**src/rtl/holy_instr_encoder.sv**
```systemverilog
// RV32I instruction encoder: packs decoded fields into 32-bit words
// and streams them out through a 2-entry FIFO.
module holy_instr_encoder #(
  parameter int COUNT_WIDTH = 16
) (
  input  logic                   clk,
  input  logic                   rst,
  input  logic                   in_valid,
  output logic                   in_ready,
  input  logic [6:0]             in_opcode,
  input  logic [4:0]             in_rd,
  input  logic [4:0]             in_rs1,
  input  logic [4:0]             in_rs2,
  input  logic [2:0]             in_funct3,
  input  logic [6:0]             in_funct7,
  input  logic [31:0]            in_imm,
  output logic                   out_valid,
  input  logic                   out_ready,
  output logic [31:0]            out_instr,
  output logic                   out_illegal,
  output logic [COUNT_WIDTH-1:0] count
);

  localparam logic [31:0] NOP = 32'h0000_0013;

  logic [32:0]            r_mem [2];
  logic                   r_wp;
  logic                   r_rp;
  logic [1:0]             r_occ;
  logic [COUNT_WIDTH-1:0] r_count;

  logic        w_r, w_alu, w_ld, w_jalr, w_s;
  logic        w_b, w_u, w_j, w_sh, w_sh_bad;
  logic [31:0] w_word;
  logic        w_ill;
  logic        w_push;
  logic        w_pop;

  assign w_r    = in_opcode == 7'b0110011;
  assign w_alu  = in_opcode == 7'b0010011;
  assign w_ld   = in_opcode == 7'b0000011;
  assign w_jalr = in_opcode == 7'b1100111;
  assign w_s    = in_opcode == 7'b0100011;
  assign w_b    = in_opcode == 7'b1100011;
  assign w_u    = (in_opcode == 7'b0110111) ||
                  (in_opcode == 7'b0010111);
  assign w_j    = in_opcode == 7'b1101111;

  assign w_sh = (in_funct3 == 3'b001) ||
                (in_funct3 == 3'b101);
  // slli only takes funct7=0; srli/srai take 0 or 0100000
  assign w_sh_bad =
    ((in_funct7 != 7'b0000000) &&
     (in_funct7 != 7'b0100000)) ||
    ((in_funct7 == 7'b0100000) &&
     (in_funct3 == 3'b001));

  always_comb begin
    w_word = '0;
    w_ill  = 1'b0;
    unique case (1'b1)
      w_r:
        w_word = {in_funct7, in_rs2, in_rs1,
                  in_funct3, in_rd, in_opcode};
      w_alu: begin
        if (w_sh) begin
          w_word = {in_funct7, in_imm[4:0], in_rs1,
                    in_funct3, in_rd, in_opcode};
          w_ill  = w_sh_bad;
        end else begin
          w_word = {in_imm[11:0], in_rs1,
                    in_funct3, in_rd, in_opcode};
        end
      end
      w_ld:
        w_word = {in_imm[11:0], in_rs1,
                  in_funct3, in_rd, in_opcode};
      w_jalr:
        w_word = {in_imm[11:0], in_rs1,
                  3'b000, in_rd, in_opcode};
      w_s:
        w_word = {in_imm[11:5], in_rs2, in_rs1,
                  in_funct3, in_imm[4:0], in_opcode};
      w_b: begin
        w_word = {in_imm[12], in_imm[10:5], in_rs2,
                  in_rs1, in_funct3, in_imm[4:1],
                  in_imm[11], in_opcode};
        w_ill  = in_imm[0];
      end
      w_u:
        w_word = {in_imm[31:12], in_rd, in_opcode};
      w_j: begin
        w_word = {in_imm[20], in_imm[10:1],
                  in_imm[11], in_imm[19:12],
                  in_rd, in_opcode};
        w_ill  = in_imm[0];
      end
      default:
        w_ill = 1'b1;
    endcase
    if (w_ill) w_word = NOP;
  end

  // in_ready depends on registered occupancy only
  assign in_ready    = ~r_occ[1];
  assign out_valid   = r_occ != 2'd0;
  assign out_instr   = r_mem[r_rp][31:0];
  assign out_illegal = r_mem[r_rp][32];
  assign count       = r_count;

  assign w_push = in_valid & in_ready;
  assign w_pop  = out_valid & out_ready;

  always_ff @(posedge clk) begin
    if (rst) begin
      r_mem[0] <= '0;
      r_mem[1] <= '0;
      r_wp     <= 1'b0;
      r_rp     <= 1'b0;
      r_occ    <= 2'd0;
      r_count  <= '0;
    end else begin
      if (w_push) begin
        r_mem[r_wp] <= {w_ill, w_word};
        r_wp        <= ~r_wp;
      end
      if (w_pop) begin
        r_rp    <= ~r_rp;
        r_count <= r_count + 1'b1;
      end
      r_occ <= r_occ + {1'b0, w_push}
                     - {1'b0, w_pop};
    end
  end

endmodule

```
**config.mk**
```make
export PLATFORM = sky130hd
export DESIGN_NAME = holy_instr_encoder
export DESIGN_NICKNAME = d
export VERILOG_FILES = /design/src/rtl/holy_instr_encoder.sv
export SDC_FILE = /design/constraint.sdc
export NUM_CORES = 1
export LEC_CHECK = 0
export ABC_AREA = 0
export CORE_MARGIN = 2
export CORE_UTILIZATION = 62
export CTS_CLUSTER_SIZE = 25
export DETAILED_ROUTE_END_ITERATION = 8
export DONT_BUFFER_PORTS = 1
export GPL_TIMING_DRIVEN = 0
export PLACE_DENSITY_LB_ADDON = 0.15
export SLEW_MARGIN = 10
export SYNTH_ARGS = -nofsm -noshare
export SYNTH_HDL_FRONTEND = slang
export SYNTH_SLANG_ARGS = --single-unit
```
**constraint.sdc**
```tcl
create_clock -name clk -period 7.5 [get_ports clk]
set_input_delay 1.875 -clock clk [delete_from_list [all_inputs] [get_ports clk]]
set_output_delay 1.875 -clock clk [all_outputs]
set_load 0.01 [all_outputs]
```
# --- After elaboration in Yosys (flattened, before gate mapping) ---
# Memory sizes are Yosys's and may differ from the RTL's. A register that Yosys moved wholly into a read port is not among the register bits.
# Index checks and enable logic that the tools add are counted.
# W data, S select, Z words.
op_classes:
  n_reduce_logical: 10
  n_bitwise: 5
  n_mux: 15
  n_eq_ne: 13
  n_addsub: 3
ops:
  columns: ["op", "count"]
  rows:
  - ["$pmux W32 S8", 1]
  - ["$mux W32", 2]
  - ["$mux W33", 1]
  - ["$reduce_or A33 Y1", 1]
  - ["$eq A7 B6 Y1 const B", 4]
  - ["$eq A7 B7 Y1 const B", 3]
  - ["$add A16 B1 Y16 const B", 1]
  - ["$eq A7 B5 Y1 const B", 2]
  - ["$mux W1", 10]
  - ["$eq A7 B2 Y1 const B", 1]
  - ["$ne A7 B6 Y1 const B", 1]
  - ["$reduce_bool A7 Y1", 1]
  - ["$reduce_or A5 Y1", 1]
  - ["$eq A3 B1 Y1 const B", 1]
  - ["$eq A3 B3 Y1 const B", 1]
  - ["$logic_or A1 B1 Y1", 3]
  - ["$not A1 Y1", 3]
  - ["$pmux W1 S3", 1]
  - ["$add A2 B1 Y2", 1]
  - ["$and A1 B1 Y1", 2]
  - ["$logic_and A1 B1 Y1", 2]
  - ["$reduce_bool A2 Y1", 1]
  - ["$reduce_or A2 Y1", 1]
  - ["$sub A2 B1 Y2", 1]
totals:
  input_bits: 68
  mem_bits_rw: 66
  ff_bits: 20
  mem_count: 1
  output_inout_bits: 51
  wordCells: 51
mem_list:
  columns: ["name", "depth", "word_bits", "rd", "rd_clocked_by_memory_dff", "wr", "line", "source"]
  rows:
  - ["r_mem", 2, 33, 1, 1, 2, "26", "logic [32:0] r_mem [2];"]

# --- Depth between registers and ports, before layout ---
# Gate-level depths: netlist of the first run.
logic_depth:
  ltp_word: 7
  ltp_mapped: 8

# --- Worst setup path after synthesis of the first run ---
# OpenSTA, ideal clock, no wires.
synth_path:
  kind: "in2reg"
  start: "in in_valid"
  end: "mem r_mem[0][0], enable pin"
  setup_time_ns: 0.430
  cell_stages: 3
  t_arrival_ns: 3.652
  required_ns: 7.070
  path_slack_ns: 3.418
  cell_sequence: "nand2b_1 > buf_2 > o21bai_1"
synth_rtl:
  columns: ["item", "line", "source"]
  rows:
  - ["start: declaration", "8", "input logic in_valid,"]
  - ["end: declaration", "26", null]

==> flow_summary.toml, run 1 <==
[status]
outcome = "finished, final reports clean"

[placed_design]
dp.final_hpwl_um = 7940
pre_cts_ws_ns = 3.49
gp_congestion = 0.908
io_buffer_count = 0
place_area_um2 = 4730

[clock_network]
clk_pin_slew_ns = 0.08
post_cts_resized = 0
cts_tree = "yes"
cts_sinks = 87
clockBufferDepth = 2
cts_setup_buffers = 0
postCtsHoldBufs = 0
clkLatencyLatePin_ns = 0.36
root_buffer = "clkbuf_8"
cts-htree-levels = 3
cts_buffers = 9

[grt]
grt_pass1_vias = 3507
grt_pass1_wl_um = 18000
grt_overflow = 0
grt_max_degree = 34
grt_usage_pct = 28.3
antenna_found_initial = 0

[critical_path]
worst_path_max_delay_cell = "clkbuf_1"
crit_chain = "clkbuf_1 -> clkbuf_1 -> mux2_2"
worstPathArrival_ns = 1.96
path_buf_inv = 2
cp_top_family = "buffers and inverters"
cp_max_fo = 10
r2r_cells = 4
crit_cells = 3
worst_setup_path_end_kind = "primary output"
r2r_start = "r_occ[1]"
critPathMaxStageDelay_ns = 0.56
worst_setup_path_start_kind = "register"
crit_type = "reg2out"
crit_top_cell = "clkbuf_1"
reg2reg_to = "r_mem[1][14]"
worstPathRequired_ns = 5.62
ff2ff_setup_slack_ns = 5.24

[timing]
fmax_mhz = 261
slew_headroom_pct = 23.6
hold_viol = 0
skew_ns = 0.0118
rsz0062_at_grt = "false"
final_max_slew_viol_count = 0
timing.final.ws_setup_ns = 3.66
min_period_ns = 3.84
report.final.setup_viol = 0
setup_tns_ns = 0
worst_slew_pin_slew_ns = 1.14
finalCritPeriodShare_pct = 51.1

[floorplan]
fp.dieW_um = 89.8
rows = 31
io_pins = 119
dieArea_um2 = 8070
core_area_um2 = 7180
die_h_um = 89.8
initial_utilization_pct = 63.6

[routing]
firstDrtPassIters = 7
ant_nets = 0
drc_errors = 0
finalWirelength_um = 11200
drt_iter0_drc = 297
via_count = 3393
routedWlPerCell_um = 21.9
avgViaCountPerCell = 6.60

[power]
p_leak_uw = 0.00158
power.density_nw_per_um2 = 242
peakVddDrop_uv = 135

[synthesis]
synth_compound_area_share_pct = 16.8
yosysMostFrequentCell = "edfxtp_1"
synthTopCellsByCount = "66 x edfxtp_1, 36 x a211oi_1, 35 x mux2_2"
synth.distinct_cells = 57
ys.flop_type = "edfxtp_1"
synth_area_leaders = "edfxtp_1 43%, dfxtp_1 9.2%, mux2_2 8.6%"
synth.area.mux_share_pct = 8.85
synthSimpleGateAreaFrac_pct = 14.3
synth_top_family_by_area = "compound AO/OA/AOI/OAI gates"
synth-edff-count = 66
synth_xor_area_share_pct = 2.88
synth_top_area_cell = "edfxtp_1"
yosys_warnings = 0
synth_area_per_cell_um2 = 11.5
synth_top_area_share_pct = 43.4
synthAdderAreaFrac_pct = 0.822
netlist_area_um2 = 4570
synth_cells = 398
seq_area_frac_synth_pct = 52.6
syn_nets = 469
synth.ff_latch_count = 87
ys_async_sr_fraction_pct = 0

[layout]
synthToLayoutAreaGrowth_pct = 7.89
post-route-cell-area_um2 = 4930
drive_gt1_share_pct = 20.2
n_antenna_cell = 0
multi_input_area_um2 = 2010
nets = 481
seqCellArea_um2 = 2400
fill_cells = 556

[flow_run]
drv_cap = 0

[worst_hold_path]
worstHoldPathType = "reg2reg"
min_delay_path_depth = 2
hold_start = "r_rp"
## tightest hold or removal path, stage by stage (launching register included)
cell and delay [ns]:
dfxtp_1 0.33, xnor2_1 0.08, nor2_1 0.08
## cell type report
cell class	instances	share of cell area (%)
Buffer	30	2.67
Clock buffer	12	2.95
Clock inverter	4	1.07
Inverter	10	0.762
Multi-Input combinational cell	271	40.7
Sequential cell	87	48.8
Tap cell	99	2.51
Timing Repair Buffer	1	0.559
## how the worst max path moves through the flow
| stage | endpoint | startpoint |
|---|---|---|
| final | out_instr[24] | register |
| after global routing | r_mem[0][15] | in_opcode[4] |
| after CTS | out_instr[27] | register |
| after detailed placement | r_mem[1][14] | in_opcode[4] |
| after global placement | r_mem[0][28] | in_valid |
| after floorplan | r_mem[0][0] | in_valid |
## cells by family after synthesis
group,Yosys count
DFF,87
xor gates and xnor gates,15
adders and majority gates,3
AOI/OAI and AO/OA,99
buffers and inverters,40
muxes,36
and+or+nand+nor,118
## routing by layer
layer,part of all wire [%],track usage (%)
met1,37,32.8
met4,1.7,10.1
met2,51,49.3
met3,10,9.22
met5,0,0
## stage by stage
| step | std cells | hold slack (ns) | power (uW) | utilization, % |
|---|---|---|---|---|
| 6_report | 514 | 0.516 | 1190 | 68.6 |
| 5_1_grt | 514 | 0.554 | 1240 | 68.6 |
| 4_1_cts | 514 | 0.520 | 1190 | 68.6 |
| 3_5_place_dp | 498 | 0.500 | 871 | 65.9 |
| 3_3_place_gp | 497 | 0.497 | 859 | 65.4 |
| 2_1_floorplan | 398 | 0.481 | 810 | - |
## power by group
group / internal (uW) / switching (uW)
Sequential: 578 / 26.3
Combinational: 105 / 151
Clock: 165 / 167
Total: 849 / 344
## cells in the final DEF (no fill, tap or decap), types with 3 or more instances in the layout
cell,n
a222oi_1,5
xnor2_1,9
nor2_1,24
a32oi_1,5
xor2_1,6
clkbuf_8,10
or2_2,4
nand2b_1,7
edfxtp_1,66
o21ai_0,19
inv_1,10
nand4_1,5
and2_1,3
dfxtp_1,21
buf_2,15
a211oi_1,36
ha_1,3
a22oi_1,6
and3b_1,3
clkbuf_1,16
nand3_1,4
o211ai_1,3
nor3b_1,5
nand2_1,14
a21oi_1,7
mux2_2,35
nor3_1,30
## flip-flops by register name, indices dropped and copies added (netlist names), named ones only
name   cells
r_mem     66
count     16
r_occ      2
r_rp       1
r_wp       1
Power figures use the tool's default switching activity.
==> inputs of run 2 (changes only) <==
--- a/config.mk
+++ b/config.mk
@@ -7,7 +7,7 @@
 export LEC_CHECK = 0
 export ABC_AREA = 0
 export CORE_MARGIN = 2
-export CORE_UTILIZATION = 62
+export CORE_UTILIZATION = 57
 export CTS_CLUSTER_SIZE = 25
 export DETAILED_ROUTE_END_ITERATION = 8
 export DONT_BUFFER_PORTS = 1
==> constraint.sdc (replaced) <==
create_clock -name clk -period 3.2 [get_ports clk]
set_input_delay 0.8 -clock clk [delete_from_list [all_inputs] [get_ports clk]]
set_output_delay 0.8 -clock clk [all_outputs]
set_load 0.01 [all_outputs]
==> run 2 against run 1 <==
  * Clock skew decreased by 0.0018 ns
  * Global-route usage is 1.9 points lower
  * Critical path depth stayed put
  * Largest power group unchanged
==> flow_summary.toml, run 2 (synthesis gave the netlist of run 1 again) <==
[status]
outcome = "finished, final reports clean"

[clock_network]
clockBufferDepth = 2
root_buffer = "clkbuf_8"
cts-htree-levels = 3
clk_pin_slew_ns = 0.09
cts_setup_buffers = 0
clkLatencyLatePin_ns = 0.35
cts_tree = "yes"
postCtsHoldBufs = 0
cts_buffers = 9
cts_sinks = 87
post_cts_resized = 0

[power]
p_leak_uw = 0.00158
switching_power_uw = 815
power.density_nw_per_um2 = 564
peakVddDrop_uv = 288
switching_share_pct = 29.4
clkPwrFrac_pct = 27.6
seqPwrFrac_pct = 50.9
p_comb_share_pct = 21.5
p_int_uw = 1960

[timing]
worst_slew_pin_slew_ns = 1.13
slew_headroom_pct = 24.1
hold_viol = 0
final_max_slew_viol_count = 0
min_period_ns = 2.79
fmax_mhz = 359
rsz0062_at_grt = "false"
timing.final.ws_setup_ns = 0.414
timing.hold.ws_ns = 0.525
skew_ns = 0.00993
setup_tns_ns = 0
report.final.setup_viol = 0
finalCritPeriodShare_pct = 87.1

[floorplan]
fp.dieW_um = 93.5
die_h_um = 93.5
rows = 32
core_area_um2 = 7730
dieArea_um2 = 8740
io_pins = 119
initial_utilization_pct = 59.1

[layout]
drive_gt1_share_pct = 20.5
n_antenna_cell = 0
top_register = "r_mem"
nets = 481
synthToLayoutAreaGrowth_pct = 7.92
fin_cells = 517
layout_common_cells = "66 x edfxtp_1, 36 x a211oi_1, 35 x mux2_2"
final_common_cell = "edfxtp_1"
largest_reg_flops = 66

[placed_design]
placed_cells = 501
pre_cts_ws_ns = 0.304
io_buffer_count = 0
gp_congestion = 0.909
dp.final_hpwl_um = 8070

[routing]
ant_nets = 0
drt_iter0_drc = 232
via_count = 3401
routedWlPerCell_um = 22.0
finalWirelength_um = 11400
avgViaCountPerCell = 6.58
firstDrtPassIters = 5
drc_errors = 0

[grt]
grt_pass1_vias = 3446
grt_usage_pct = 26.4
grt_max_degree = 34
grt_pass1_wl_um = 17500
antenna_found_initial = 0
grt_overflow = 0

[critical_path]
worst_path_max_delay_cell = "clkbuf_1"
cp_top_family = "buffers and inverters"
crit_type = "reg2out"
path_buf_inv = 2
crit_chain = "clkbuf_1 -> clkbuf_1 -> mux2_2"
cp_max_fo = 10
crit_top_cell = "clkbuf_1"
worstPathArrival_ns = 1.99
critPathMaxStageDelay_ns = 0.57
worstPathRequired_ns = 2.40
worst_setup_path_end_kind = "primary output"
worst_setup_path_start_kind = "register"

[flow_run]
drv_cap = 0

[worst_hold_path]
worstHoldPathType = "reg2reg"
run 2: changes by cell type in the layout (fill, tap and decap cells not counted):
cell        before  now
clkbuf_1        16   14
clkbuf_8        10    9
clkinv_1         0    1
clkinv_4         0    1
clkinvlp_2       0    1
clkinvlp_4       1    2
inv_4            1    0
run 2: cell type report:
type	instances	area (um^2)
clock inverter	7	71.3
timing repair buffer	1	27.5
inverter	10	37.5
fill	645	2800
clock buffer	9	124
sequential	87	2400
tap	102	128
buffer	30	131
multi-input combinational	271	2010
run 2: worst min-delay path, stage by stage (launching register included):
cell and delay [ns]:
dfxtp_1 0.33, xnor2_1 0.09, nor2_1 0.07
run 2: power by group through the flow:
stage / logic, uW / registers [uW] / clock network [uW]
detailed placement: 600 / 1440 / 0
finish: 596 / 1410 / 768
CTS: 605 / 1410 / 769
global placement: 579 / 1440 / 0
global route: 644 / 1430 / 817
floorplan: 474 / 1420 / 0
run 2: per-layer routing:
layer	wire length [um]	global-route usage, %	vias to the layer above
li1	-	-	1573
met5	0	0	-
met1	4620	33.0	1663
met3	927	6.61	17
met4	175	9.19	0
met2	5640	44.5	148
run 2: through the flow:
| stage | util [%] | total power [uW] | area [um^2] |
|---|---|---|---|
| final | 63.8 | 2780 | 4930 |
| after global routing | 63.8 | 2890 | 4930 |
| after CTS | 63.8 | 2790 | 4930 |
| after detailed placement | 61.2 | 2040 | 4730 |
| after global placement | 60.7 | 2010 | 4690 |
| after floorplan | - | 1900 | 4570 |
run 2: worst paths after layout:
check | start | endpoint | cells after the start | slack (ns)
max | register | out_instr[21] | 3 | 0.41
min | r_rp | register | 2 | 0.52
max reg2reg | r_occ[1] | r_mem[1][12] | 4 | 0.94
min reg2reg | r_rp | register | 2 | 0.52
==> inputs of run 3 (changes only) <==
--- a/config.mk
+++ b/config.mk
@@ -6,8 +6,10 @@
 export NUM_CORES = 1
 export LEC_CHECK = 0
 export ABC_AREA = 0
+export CELL_PAD_IN_SITES_DETAIL_PLACEMENT = 2
+export CELL_PAD_IN_SITES_GLOBAL_PLACEMENT = 2
 export CORE_MARGIN = 2
-export CORE_UTILIZATION = 57
+export CORE_UTILIZATION = 36
 export CTS_CLUSTER_SIZE = 25
 export DETAILED_ROUTE_END_ITERATION = 8
 export DONT_BUFFER_PORTS = 1
==> run 3 against run 2 <==
  * Final cell count up 14%
  * Sequential power about the same
  * Sequential share of layout area down 1.6 points
  * Routed wire length up 21%
  * Largest power group unchanged
==> flow_summary.toml, run 3 (synthesis gave the netlist of run 1 again) <==
[status]
outcome = "finished, final reports clean"

[clock_network]
clk_pin_slew_ns = 0.06
clkLatencyLatePin_ns = 0.35
root_buffer = "clkbuf_16"
clockBufferDepth = 2
cts_tree = "yes"
cts-htree-levels = 3
cts_sinks = 87
postCtsHoldBufs = 0
cts_buffers = 9
cts_setup_buffers = 0
post_cts_resized = 0

[layout]
final_common_cell = "edfxtp_1"
fin_util_pct = 40.7
n_antenna_cell = 0
seqCellArea_um2 = 2400
synthToLayoutAreaGrowth_pct = 11.5
fill_cells = 1324
nets = 481
drive_gt1_share_pct = 19.8
layout_common_cells = "66 x edfxtp_1, 36 x a211oi_1, 35 x mux2_2"
top_register = "r_mem"
multi_input_area_um2 = 2010
largest_reg_flops = 66

[critical_path]
crit_type = "reg2out"
r2r_start = "r_occ[1]"
worstPathRequired_ns = 2.40
crit_top_cell = "clkbuf_1"
ff2ff_setup_slack_ns = 0.89
worst_setup_path_start_kind = "register"
crit_chain = "clkbuf_1 -> clkbuf_1 -> mux2_2"
worstPathArrival_ns = 2.03
cp_top_family = "buffers and inverters"
r2r_cells = 4
path_buf_inv = 2
worst_path_max_delay_cell = "clkbuf_1"
cp_max_fo = 10
reg2reg_to = "r_mem[1][25]"
worst_setup_path_end_kind = "primary output"
critPathMaxStageDelay_ns = 0.62

[timing]
setup_tns_ns = 0
hold_viol = 0
min_period_ns = 2.83
final_max_slew_viol_count = 0
fmax_mhz = 354
worst_slew_pin_slew_ns = 1.07
slew_headroom_pct = 27.8
finalCritPeriodShare_pct = 88.4
rsz0062_at_grt = "false"
report.final.setup_viol = 0
skew_ns = 0.00733

[power]
switching_share_pct = 27.9
switching_power_uw = 851
p_int_uw = 2200
power.density_nw_per_um2 = 598
peakVddDrop_uv = 240
p_comb_share_pct = 19.9
p_leak_uw = 0.00162
clkPwrFrac_pct = 33.5
seqPwrFrac_pct = 46.6

[grt]
grt_max_degree = 34
grt_pass1_wl_um = 21200
grt_pass1_vias = 3651
grt_usage_pct = 21.3
antenna_found_initial = 0
grt_overflow = 0

[flow_run]
drv_cap = 0

[routing]
drt_iter0_drc = 142
via_count = 3374
finalWirelength_um = 13700
routedWlPerCell_um = 23.4
avgViaCountPerCell = 5.75
firstDrtPassIters = 4
ant_nets = 0
drc_errors = 0

[floorplan]
fp.dieW_um = 117
io_pins = 119
dieArea_um2 = 13600
initial_utilization_pct = 36.5
core_area_um2 = 12500
die_h_um = 117
rows = 41

[worst_hold_path]
min_delay_worst_endpoint = "r_rp"
hold_start = "r_rp"
worstHoldPathType = "reg2reg"
min_delay_path_depth = 2

[placed_design]
gp_congestion = 0.856
dp.final_hpwl_um = 10200
io_buffer_count = 0
[run 3: cell type report]
cell class              count  area share, %
plain buffers              30           2.58
clock buffers              10           4.50
clock inverters             6           1.01
inverters                  10          0.737
multi-input cells         271           39.4
flip-flops and latches     87           47.2
well taps                 172           4.23
repair buffers              1          0.393
[run 3: tightest hold or removal path, cell delays in order, from the launching register on]
cell,delay [ns]
dfxtp_1,0.32
xnor2_1,0.09
nor2_1,0.08
[run 3: worst max path at each step]
stage / end / cells after the start / slack, ns / startpoint
after floorplan: r_mem[0][0] / 3 / 0.19 / in_valid
after global placement: r_mem[0][26] / 3 / -1.01 / in_valid
after detailed placement: r_mem[0][12] / 5 / 0.27 / in_opcode[4]
after CTS: out_instr[20] / 3 / 0.30 / register
after global routing: out_instr[20] / 3 / 0.23 / register
final: out_instr[21] / 3 / 0.37 / register
[run 3: power by group through the flow]
stage          registers, uW  clock network, uW  logic [uW]
2_1_floorplan           1420                  0         474
3_3_place_gp            1440                  0         600
3_5_place_dp            1450                  0         623
4_1_cts                 1420               1050         627
5_1_grt                 1440               1080         665
6_report                1420               1020         607
[run 3: routing by layer]
layer  track usage [%]  up-vias  wire length [um]
met4              7.53        0               252
met3              6.07       19               848
met1              26.7     1698              5850
li1                  -     1576                 -
met2              35.2       81              6790
met5                 0        -                 0
[run 3: metrics by stage]
step                instances  power, uW  hold slack [ns]  instance area, um^2  setup slack, ns
floorplan                 398       1900            0.481                 4570            0.193
global placement          570       2040            0.497                 4780            -1.01
detailed placement        571       2070            0.509                 4810            0.272
CTS                       587       3100            0.527                 5090            0.298
global route              587       3180            0.572                 5090            0.228
finish                    587       3050            0.519                 5090            0.373
